## src/rtl/sram_bridge.sv

```systemverilog
// sram_bridge: clocked bridge between the AVR-side pins and an asynchronous SRAM.
// Loads the SRAM address serially, runs each read/write as SETUP, ACCESS
// (WAIT_STATES cycles) and HOLD, optionally increments the address after each
// access and returns read data with a one-cycle valid pulse.
//
// Ports:
//   i_clk, i_reset       clock, synchronous active-high reset
//   i_si, i_sreg_en      serial address bit (MSB first) and shift enable
//   i_autoinc            increment the address after each completed access
//   i_cmd_valid/o_cmd_ready, i_cmd_we, i_wdata   access request handshake
//   o_rdata, o_rdata_valid                       read data and update pulse
//   o_sram_addr, o_sram_dout, i_sram_din, o_sram_data_oe,
//   o_sram_ce_n, o_sram_oe_n, o_sram_we_n        registered SRAM pins
//   o_debug              {latched we, 1'b0, state[1:0]}
module sram_bridge #(
  parameter int unsigned ADDR_WIDTH  = 21,
  parameter int unsigned DATA_WIDTH  = 8,
  parameter int unsigned WAIT_STATES = 1
) (
  input  logic                  i_clk,
  input  logic                  i_reset,
  input  logic                  i_si,
  input  logic                  i_sreg_en,
  input  logic                  i_autoinc,
  input  logic                  i_cmd_valid,
  input  logic                  i_cmd_we,
  output logic                  o_cmd_ready,
  input  logic [DATA_WIDTH-1:0] i_wdata,
  output logic [DATA_WIDTH-1:0] o_rdata,
  output logic                  o_rdata_valid,
  output logic [ADDR_WIDTH-1:0] o_sram_addr,
  output logic [DATA_WIDTH-1:0] o_sram_dout,
  input  logic [DATA_WIDTH-1:0] i_sram_din,
  output logic                  o_sram_data_oe,
  output logic                  o_sram_ce_n,
  output logic                  o_sram_oe_n,
  output logic                  o_sram_we_n,
  output logic [3:0]            o_debug
);

  typedef enum logic [1:0] {
    StIdle   = 2'd0,
    StSetup  = 2'd1,
    StAccess = 2'd2,
    StHold   = 2'd3
  } state_e;

  // ACCESS lasts WAIT_STATES cycles: count down from WAIT_STATES-1 to 0.
  localparam logic [3:0] CntInit = 4'(WAIT_STATES - 1);

  state_e                r_state;
  state_e                w_state_d;
  logic [3:0]            r_cnt;
  logic                  r_we;
  logic [ADDR_WIDTH-1:0] r_addr;
  logic [DATA_WIDTH-1:0] r_dout;
  logic [DATA_WIDTH-1:0] r_rdata;
  logic                  r_rdata_valid;
  logic                  r_data_oe;
  logic                  r_ce_n;
  logic                  r_oe_n;
  logic                  r_we_n;

  logic                  w_accept;
  logic                  w_we_next;
  logic                  w_strobe_d;

  assign w_accept  = i_cmd_valid && (r_state == StIdle);
  // Direction of the access the next state belongs to.
  assign w_we_next = w_accept ? i_cmd_we : r_we;

  always_comb begin
    w_state_d = r_state;
    unique case (r_state)
      StIdle:   if (i_cmd_valid) w_state_d = StSetup;
      StSetup:  w_state_d = StAccess;
      StAccess: if (r_cnt == 4'd0) w_state_d = StHold;
      StHold:   w_state_d = StIdle;
      default:  w_state_d = StIdle;
    endcase
  end

  assign w_strobe_d = (w_state_d == StSetup) || (w_state_d == StAccess);

  always_ff @(posedge i_clk) begin
    if (i_reset) begin
      r_state       <= StIdle;
      r_cnt         <= 4'd0;
      r_we          <= 1'b0;
      r_addr        <= '0;
      r_dout        <= '0;
      r_rdata       <= '0;
      r_rdata_valid <= 1'b0;
      r_data_oe     <= 1'b0;
      r_ce_n        <= 1'b1;
      r_oe_n        <= 1'b1;
      r_we_n        <= 1'b1;
    end else begin
      r_state <= w_state_d;

      if (w_accept) begin
        r_we <= i_cmd_we;
        if (i_cmd_we) r_dout <= i_wdata;
      end

      if (r_state == StSetup) begin
        r_cnt <= CntInit;
      end else if (r_state == StAccess && r_cnt != 4'd0) begin
        r_cnt <= r_cnt - 4'd1;
      end

      // An accepted command takes priority over a same-cycle shift.
      if (r_state == StIdle && !w_accept && i_sreg_en) begin
        r_addr <= {r_addr[ADDR_WIDTH-2:0], i_si};
      end else if (r_state == StHold && i_autoinc) begin
        r_addr <= r_addr + ADDR_WIDTH'(1);
      end

      if (r_state == StAccess && r_cnt == 4'd0 && !r_we) begin
        r_rdata <= i_sram_din;
      end

      // Pins are registered from the next state so they line up with it.
      r_ce_n        <= !w_strobe_d;
      r_oe_n        <= !(w_strobe_d && !w_we_next);
      r_we_n        <= !(w_state_d == StAccess && w_we_next);
      r_data_oe     <= w_we_next && (w_state_d != StIdle);
      r_rdata_valid <= !w_we_next && (w_state_d == StHold);
    end
  end

  assign o_cmd_ready    = (r_state == StIdle);
  assign o_rdata        = r_rdata;
  assign o_rdata_valid  = r_rdata_valid;
  assign o_sram_addr    = r_addr;
  assign o_sram_dout    = r_dout;
  assign o_sram_data_oe = r_data_oe;
  assign o_sram_ce_n    = r_ce_n;
  assign o_sram_oe_n    = r_oe_n;
  assign o_sram_we_n    = r_we_n;
  assign o_debug        = {r_we, 1'b0, r_state};

endmodule
```

## config.mk

```make
export PLATFORM = sky130hd
export DESIGN_NAME = sram_bridge
export DESIGN_NICKNAME = d
export VERILOG_FILES = /design/src/rtl/sram_bridge.sv
export SDC_FILE = /design/constraint.sdc
export NUM_CORES = 1
export LEC_CHECK = 0
export BUFFER_PORTS_ARGS = -buffer_cell sky130_fd_sc_hd__buf_4
export CORE_MARGIN = 8
export CORE_UTILIZATION = 53
export CTS_BUF_LIST = sky130_fd_sc_hd__clkbuf_2 sky130_fd_sc_hd__clkbuf_4 sky130_fd_sc_hd__clkbuf_8
export DETAILED_ROUTE_END_ITERATION = 8
export HOLD_SLACK_MARGIN = 0.12
export PLACE_DENSITY = 0.93
export SLEW_MARGIN = 20
export SYNTH_ARGS = -nofsm -noshare
export SYNTH_HDL_FRONTEND = slang
export SYNTH_SLANG_ARGS = --single-unit
```

## constraint.sdc

```tcl
create_clock -name i_clk -period 2.5 [get_ports i_clk]
set_input_delay 0.625 -clock i_clk [delete_from_list [all_inputs] [get_ports i_clk]]
set_output_delay 0.625 -clock i_clk [all_outputs]
set_load 0.005 [all_outputs]
```

==> flow_summary.toml, run 1 <==
[synthesis]
yosys-top-cells-count = "49 x dfxtp_1, 33 x nand2_1, 18 x a21oi_1, 18 x nand3_1, 18 x nor2_1"
ys_types = 50
synth_top_area_share_pct = 43.3
synth_edf_count = 0
synth.area.top_cells = "dfxtp_1 43%, nand2_1 5.5%, ha_1 4.4%"
syn-num-nets = 293
ys.flop_type = "dfxtp_1"
synthCells = 262
async_flop_share_pct = 0
synth.largest_area_cell = "dfxtp_1"
ys_warn_count = 0
yosysMostFrequentCell = "dfxtp_1"
syn-mean-instance-area_um2 = 8.64
synth_compound_area_share_pct = 16.4
synthAdderAreaFrac_pct = 4.42
synth-simple-area-share_pct = 25.0
synth_top_family_by_area = "simple AND/OR/NAND/NOR gates"
synth_area_um2 = 2260
synthMuxAreaShare_pct = 3.98
yosys.area_share.xor_xnor_pct = 2.32
seq_area_frac_synth_pct = 43.3
ys_ff_latch = 49

[setup_path]
critPathLaunch = "o_sram_addr[7]"
critical_path.top_delay_family = "simple AND/OR/NAND/NOR gates"
r2r-start = "o_sram_addr[7]"
end_kind = "flip-flop"
critPathBufInv = 1
max_stage_delay_ps = 610
crit_path_end = "o_sram_addr[18]"
worstPathCellList = "nand4_1, or4_1, buf_4, or3_1, a31oi_1"
crit_slowest_cell = "or4_1"
r2r_cells = 5
rr_endpoint = "o_sram_addr[18]"
worst-path-max-fanout = 8
critical_path_class = "reg -> reg"
crit_cells = 5
rrSetupSlack_ps = 360
cp-start-kind = "flip-flop"
critPathArrivalTime_ps = 2360
critPathRequiredTime_ps = 2730

[timing]
clock-skew-final_ps = 3.71
rsz0062_at_grt = "no"
setup_viol = 0
whs_ps = 458
fin_tns_setup_ps = 0
drv_slew = 0
hold_viol = 0
fmaxAchievable_mhz = 468
timing.final.crit_period_ps = 2140
fin_crit_sh_pct = 85.5

[worst_hold_path]
hold_path.class = "reg -> reg"
min_path_cells = 2

[clocking]
htree_levels = 2
clk_latency_ps = 300
cts_setup_buffers = 0
cts_sinks = 49
tritoncts = "done"
cts_root_buf = "clkbuf_8"
numCtsBuffers = 5
clk_pin_slew_ps = 90
cts_hold_buf = 0
cts_resized = 0
clk_path_buf_depth = 2

[floorplan]
start_util_pct = 55.8
core_region_area_um2 = 4060
dieArea_um2 = 6620
die_y_um = 81.4
die-width_um = 81.4
ios = 70
std_cell_rows = 23

[routing]
drc_errors = 0
via_per_inst = 5.84
postRouteAntennaNets = 0
drtIter0Drc = 171
drt-total-wl_um = 6090
wire_per_inst_um = 16.1
drtPass1Iterations = 4
routed-via-count = 2207

[pwr]
p_sw_share_pct = 31.1
ir_drop_uv = 560
power_frac_seq_pct = 41.3
power.switching_uw = 733
p_total_mw = 2.35
p_int_mw = 1.62
p_leak_nw = 1.22
power_density_nw_per_um2 = 800
power_frac_comb_pct = 30.6
pwr-share-clk_pct = 28.0

[final_layout]
area_delta_synth_final_pct = 30.0
antenna_cells = 0
fin_nets = 358
drive_gt1_share_pct = 27.4
finish.utilization_pct = 72.5
instances_no_fill = 378

[grt]
grt.overflow.total = 0
track_usage_pct = 18.6
grt_max_degree = 46
grt_antenna_before_repair = 0
grt_pass1_wl_um = 9850
grt_pass1_vias = 2188

[place]
hpwl_um = 4340
gp_congestion = 0.842
dpl.cell_count = 370
numPortBuffers = 68

[run]
timing.max_cap.violations = 0

[run_status]
status = "finished, final reports clean"
## sequential cells by signal (all words and copies together), names as in the netlist
name and count:
r_state 2, o_rdata_valid 1, o_rdata 8, r_we 1
o_sram_oe_n 1, o_sram_addr 21, o_sram_dout 8, o_sram_ce_n 1
o_sram_data_oe 1, o_sram_we_n 1, r_cnt 4
## cells by family (layout without fill, tap and decap cells)
logic type | count (synthesis) | after routing
XOR/XNOR | 6 | 6
AO/OA/AOI/OAI | 56 | 56
adder cells (fa/ha/maj) | 8 | 8
flip-flops | 49 | 49
AND/OR/NAND/NOR | 109 | 109
buffers and inverters | 24 | 90
other | 1 | 1
multiplexers | 9 | 9
## area by class of cell
| type | instances | area (um^2) |
|---|---|---|
| Multi-Input combinational cell | 189 | 1180 |
| Timing Repair Buffer | 73 | 548 |
| Sequential cell | 49 | 981 |
| Fill cell | 303 | 1120 |
| Clock buffer | 5 | 68.8 |
| Clock inverter | 3 | 65.1 |
| Inverter | 9 | 33.8 |
| Tap cell | 50 | 62.6 |
## routing by layer
| metal | vias up | wire, um | track usage, % |
|---|---|---|---|
| met3 | 12 | 681 | 8.06 |
| met2 | 83 | 2940 | 33.2 |
| met5 | - | 0 | 0 |
| met1 | 1032 | 2390 | 18.9 |
| met4 | 0 | 70 | 6.61 |
| li1 | 1080 | - | - |
## worst reg2reg max path, stage by stage (launching register included)
cell     delay [ps]
dfxtp_1         500
nand4_1         260
or4_1           620
buf_4           180
or3_1           330
a31oi_1         170
## power groups by stage
stage / clock, mW / sequential (mW) / combinational, mW
2_1_floorplan: 0 / 0.978 / 0.420
3_3_place_gp: 0 / 0.983 / 0.699
3_5_place_dp: 0 / 0.989 / 0.723
4_1_cts: 0.670 / 0.973 / 0.726
5_1_grt: 0.702 / 0.990 / 0.805
6_report: 0.660 / 0.973 / 0.721
## stage by stage
stage | setup slack (ps) | area, um^2
4_1_cts | 379 | 2940
6_report | 362 | 2940
5_1_grt | 236 | 2940
3_5_place_dp | 372 | 2810
3_3_place_gp | 402 | 2810
2_1_floorplan | 404 | 2260
## how the worst min path moves through the flow
stage / start / endpoint / slack, ps
2_1_floorplan: o_sram_dout[0] / o_sram_dout[0] / 450
3_3_place_gp: o_sram_dout[3] / o_sram_dout[3] / 440
3_5_place_dp: o_sram_dout[5] / o_sram_dout[5] / 450
4_1_cts: o_sram_dout[5] / o_sram_dout[5] / 460
5_1_grt: o_sram_dout[4] / o_sram_dout[4] / 500
6_report: o_sram_dout[1] / o_sram_dout[1] / 460
## cells in the final DEF (no fill, tap or decap), types with 2 or more instances in the layout
master / instances
buf_4: 73
dfxtp_1: 49
nand2_1: 33
nor2_1: 18
a21oi_1: 18
nand3_1: 18
inv_1: 9
mux2i_1: 9
ha_1: 8
o21ai_0: 7
nor3_1: 6
a31oi_1: 6
clkbuf_8: 5
nand4_1: 4
a211oi_1: 4
and3_1: 4
o211ai_1: 4
nor4_1: 3
a311oi_1: 3
xnor2_1: 3
xor2_1: 3
or4_1: 3
and2_1: 2
or3b_2: 2
or2_2: 2
o221ai_1: 2
nor3b_1: 2
o21a_1: 2
o31ai_1: 2
or3_1: 2
bufinv_16: 2
Note: power is estimated with default switching activity, not from simulation.
==> run 2: changes to the inputs <==
--- a/config.mk
+++ b/config.mk
@@ -5,11 +5,13 @@
 export SDC_FILE = /design/constraint.sdc
 export NUM_CORES = 1
 export LEC_CHECK = 0
+export ABC_AREA = 1
 export BUFFER_PORTS_ARGS = -buffer_cell sky130_fd_sc_hd__buf_4
 export CORE_MARGIN = 8
-export CORE_UTILIZATION = 53
+export CORE_UTILIZATION = 54
 export CTS_BUF_LIST = sky130_fd_sc_hd__clkbuf_2 sky130_fd_sc_hd__clkbuf_4 sky130_fd_sc_hd__clkbuf_8
 export DETAILED_ROUTE_END_ITERATION = 8
+export GPL_TIMING_DRIVEN = 0
 export HOLD_SLACK_MARGIN = 0.12
 export PLACE_DENSITY = 0.93
 export SLEW_MARGIN = 20
==> run 2 against run 1 <==
Compared with the run above: clock power decreased by 25%; cell count increased by 34%; clock-buffer cell count unchanged; largest power group unchanged; total power increased by 0.39%; combinational power increased by 19%; clock skew about the same; utilization decreased by 2.7 points; first-iteration DRC count decreased by 26%; global-route usage increased by 0.075 points; final area increased by 11%.
==> flow_summary.toml, run 2 <==
[synthesis]
ys_types = 29
ys.flop_type = "dfxtp_1"
ys_ff_latch = 49
seq_area_frac_synth_pct = 37.7
syn-num-nets = 406
synth.largest_area_cell = "dfxtp_1"
synthCells = 375
async_flop_share_pct = 0
synth_edf_count = 0
synth_top_area_share_pct = 37.7
syn-mean-instance-area_um2 = 6.94
yosys-top-cells-count = "72 x nand2_1, 67 x inv_1, 49 x dfxtp_1, 31 x a21oi_1, 28 x nor2_1"
synth_area_um2 = 2600
synth.area.top_cells = "dfxtp_1 38%, nand2_1 10%, inv_1 9.7%"
yosysMostFrequentCell = "nand2_1"
ys_warn_count = 0

[setup_path]
critPathRequiredTime_ps = 1880
rrSetupSlack_ps = 680
critPathArrivalTime_ps = 1280
cp-start-kind = "flip-flop"
critPathLaunch = "r_state[0]"
end_kind = "output port"
crit_path_end = "o_cmd_ready"
critical_path_class = "reg -> out"
r2r_cells = 8
r2r-start = "r_state[0]"
rr_endpoint = "o_sram_addr[9]"
worst-path-max-fanout = 5

[clocking]
cts_root_buf = "clkbuf_8"
numCtsBuffers = 5
clk_path_buf_depth = 2
cts_setup_buffers = 0
clk_latency_ps = 310
clk_pin_slew_ps = 100
cts_resized = 0
cts_hold_buf = 0
tritoncts = "done"
htree_levels = 2
cts_sinks = 49

[routing]
routed-via-count = 2634
drt-total-wl_um = 6910
via_per_inst = 5.22
postRouteAntennaNets = 0
drc_errors = 0
drtIter0Drc = 126
drtPass1Iterations = 4
wire_per_inst_um = 13.7

[pwr]
p_sw_share_pct = 35.8
power_frac_comb_pct = 36.3
ir_drop_uv = 315
p_total_mw = 2.36
p_leak_nw = 1.43
pwr-share-clk_pct = 21.0
power.switching_uw = 845
power_density_nw_per_um2 = 721
p_int_mw = 1.52
power_frac_seq_pct = 42.7

[floorplan]
ios = 70
start_util_pct = 55.5
die_y_um = 85.4
std_cell_rows = 25
core_region_area_um2 = 4690
die-width_um = 85.4
dieArea_um2 = 7300

[run_status]
status = "finished, final reports clean"

[grt]
grt_antenna_before_repair = 0
grt_pass1_wl_um = 11200
grt.overflow.total = 0
grt_max_degree = 18
track_usage_pct = 18.7
grt_pass1_vias = 2495

[place]
dpl.cell_count = 497
numPortBuffers = 68
hpwl_um = 5340
gp_congestion = 0.947

[timing]
drv_slew = 0
setup_viol = 0
fin_crit_sh_pct = 76.3
slew_headroom_pct = 63.6
fin_tns_setup_ps = 0
rsz0062_at_grt = "no"
timing.final.crit_period_ps = 1910
clock-skew-final_ps = 4.10
tightest_slew_ps = 547
hold_viol = 0
fmaxAchievable_mhz = 524

[final_layout]
drive_gt1_share_pct = 24.8
instances_no_fill = 505
area_delta_synth_final_pct = 25.9
largest_reg_flops = 21
nFillCells = 395
layout_commonest_cell = "nand2_1"
antenna_cells = 0
layout_common_cells = "72 x nand2_1, 71 x buf_4, 67 x inv_1"
fin_nets = 481

[run]
timing.max_cap.violations = 0

[worst_hold_path]
hold_path.class = "reg -> reg"
## run 2: changes by cell type in the layout (fill, tap and decap cells not counted), sizes merged, moves of 10 or more
cell   before  now
a21oi      18   34
nor2       18   36
inv         9   71
o22ai       0   10
o21ai       7   31
nand2      33   79
nand3      18   28
## run 2: layout make-up
class	count	area, um^2	area share [%]
flip-flops and latches	49	981	29.9
inverters	70	263	8.02
plain buffers	13	78.8	2.41
well taps	54	67.6	2.06
clock inverters	3	26.3	0.802
clock buffers	5	68.8	2.10
multi-input cells	243	1280	39.1
repair buffers	68	510	15.6
## run 2: worst min-delay path by stage
stage / start / to / slack [ps] / cells past startpoint
global placement: o_sram_dout[2] / o_sram_dout[2] / 430 / 2
finish: o_rdata[6] / o_rdata[6] / 450 / 2
detailed placement: o_rdata[7] / o_rdata[7] / 430 / 2
CTS: o_rdata[7] / o_rdata[7] / 450 / 2
global route: o_rdata[2] / o_rdata[2] / 460 / 2
floorplan: o_rdata[6] / o_rdata[6] / 440 / 2
## run 2: kinds of logic after synthesis
family	share of synthesized area, %
AO/OA/AOI/OAI	17.6
XOR/XNOR	1.35
AND/OR/NAND/NOR	26.2
flip-flops	37.7
other	0.144
buffers and inverters	13.1
adder cells (fa/ha/maj)	3.85
## run 2: critical path: stages, from the launching register on
cell,delay [ps]
dfxtp_1,420
inv_1,120
ha_1,270
buf_4,160
## run 2: per-stage QoR
stage | worst slack [ps] | cell area (um^2) | utilization, % | hold WS [ps]
after floorplan | 1010 | 2600 | - | 439
after global placement | 696 | 3180 | 67.8 | 432
after detailed placement | 655 | 3180 | 67.8 | 435
after CTS | 590 | 3280 | 69.8 | 449
after global routing | 534 | 3280 | 69.8 | 463
final | 593 | 3280 | 69.8 | 448
## run 2: metal layers
metal  vias to the layer above  routed length, um  track usage, %
met5                         -                  0               0
met4                         0                 98            7.17
met3                        12                606            5.98
met2                       113               3350            31.9
met1                      1172               2860            21.1
li1                       1337                  -               -
## run 2: power by group through the flow
stage               clock (mW)  combinational [mW]  sequential (mW)
finish                   0.496               0.858             1.01
global route             0.533               0.948             1.02
CTS                      0.507               0.863             1.01
detailed placement           0               0.858             1.03
global placement             0               0.819             1.02
floorplan                    0               0.459             1.03
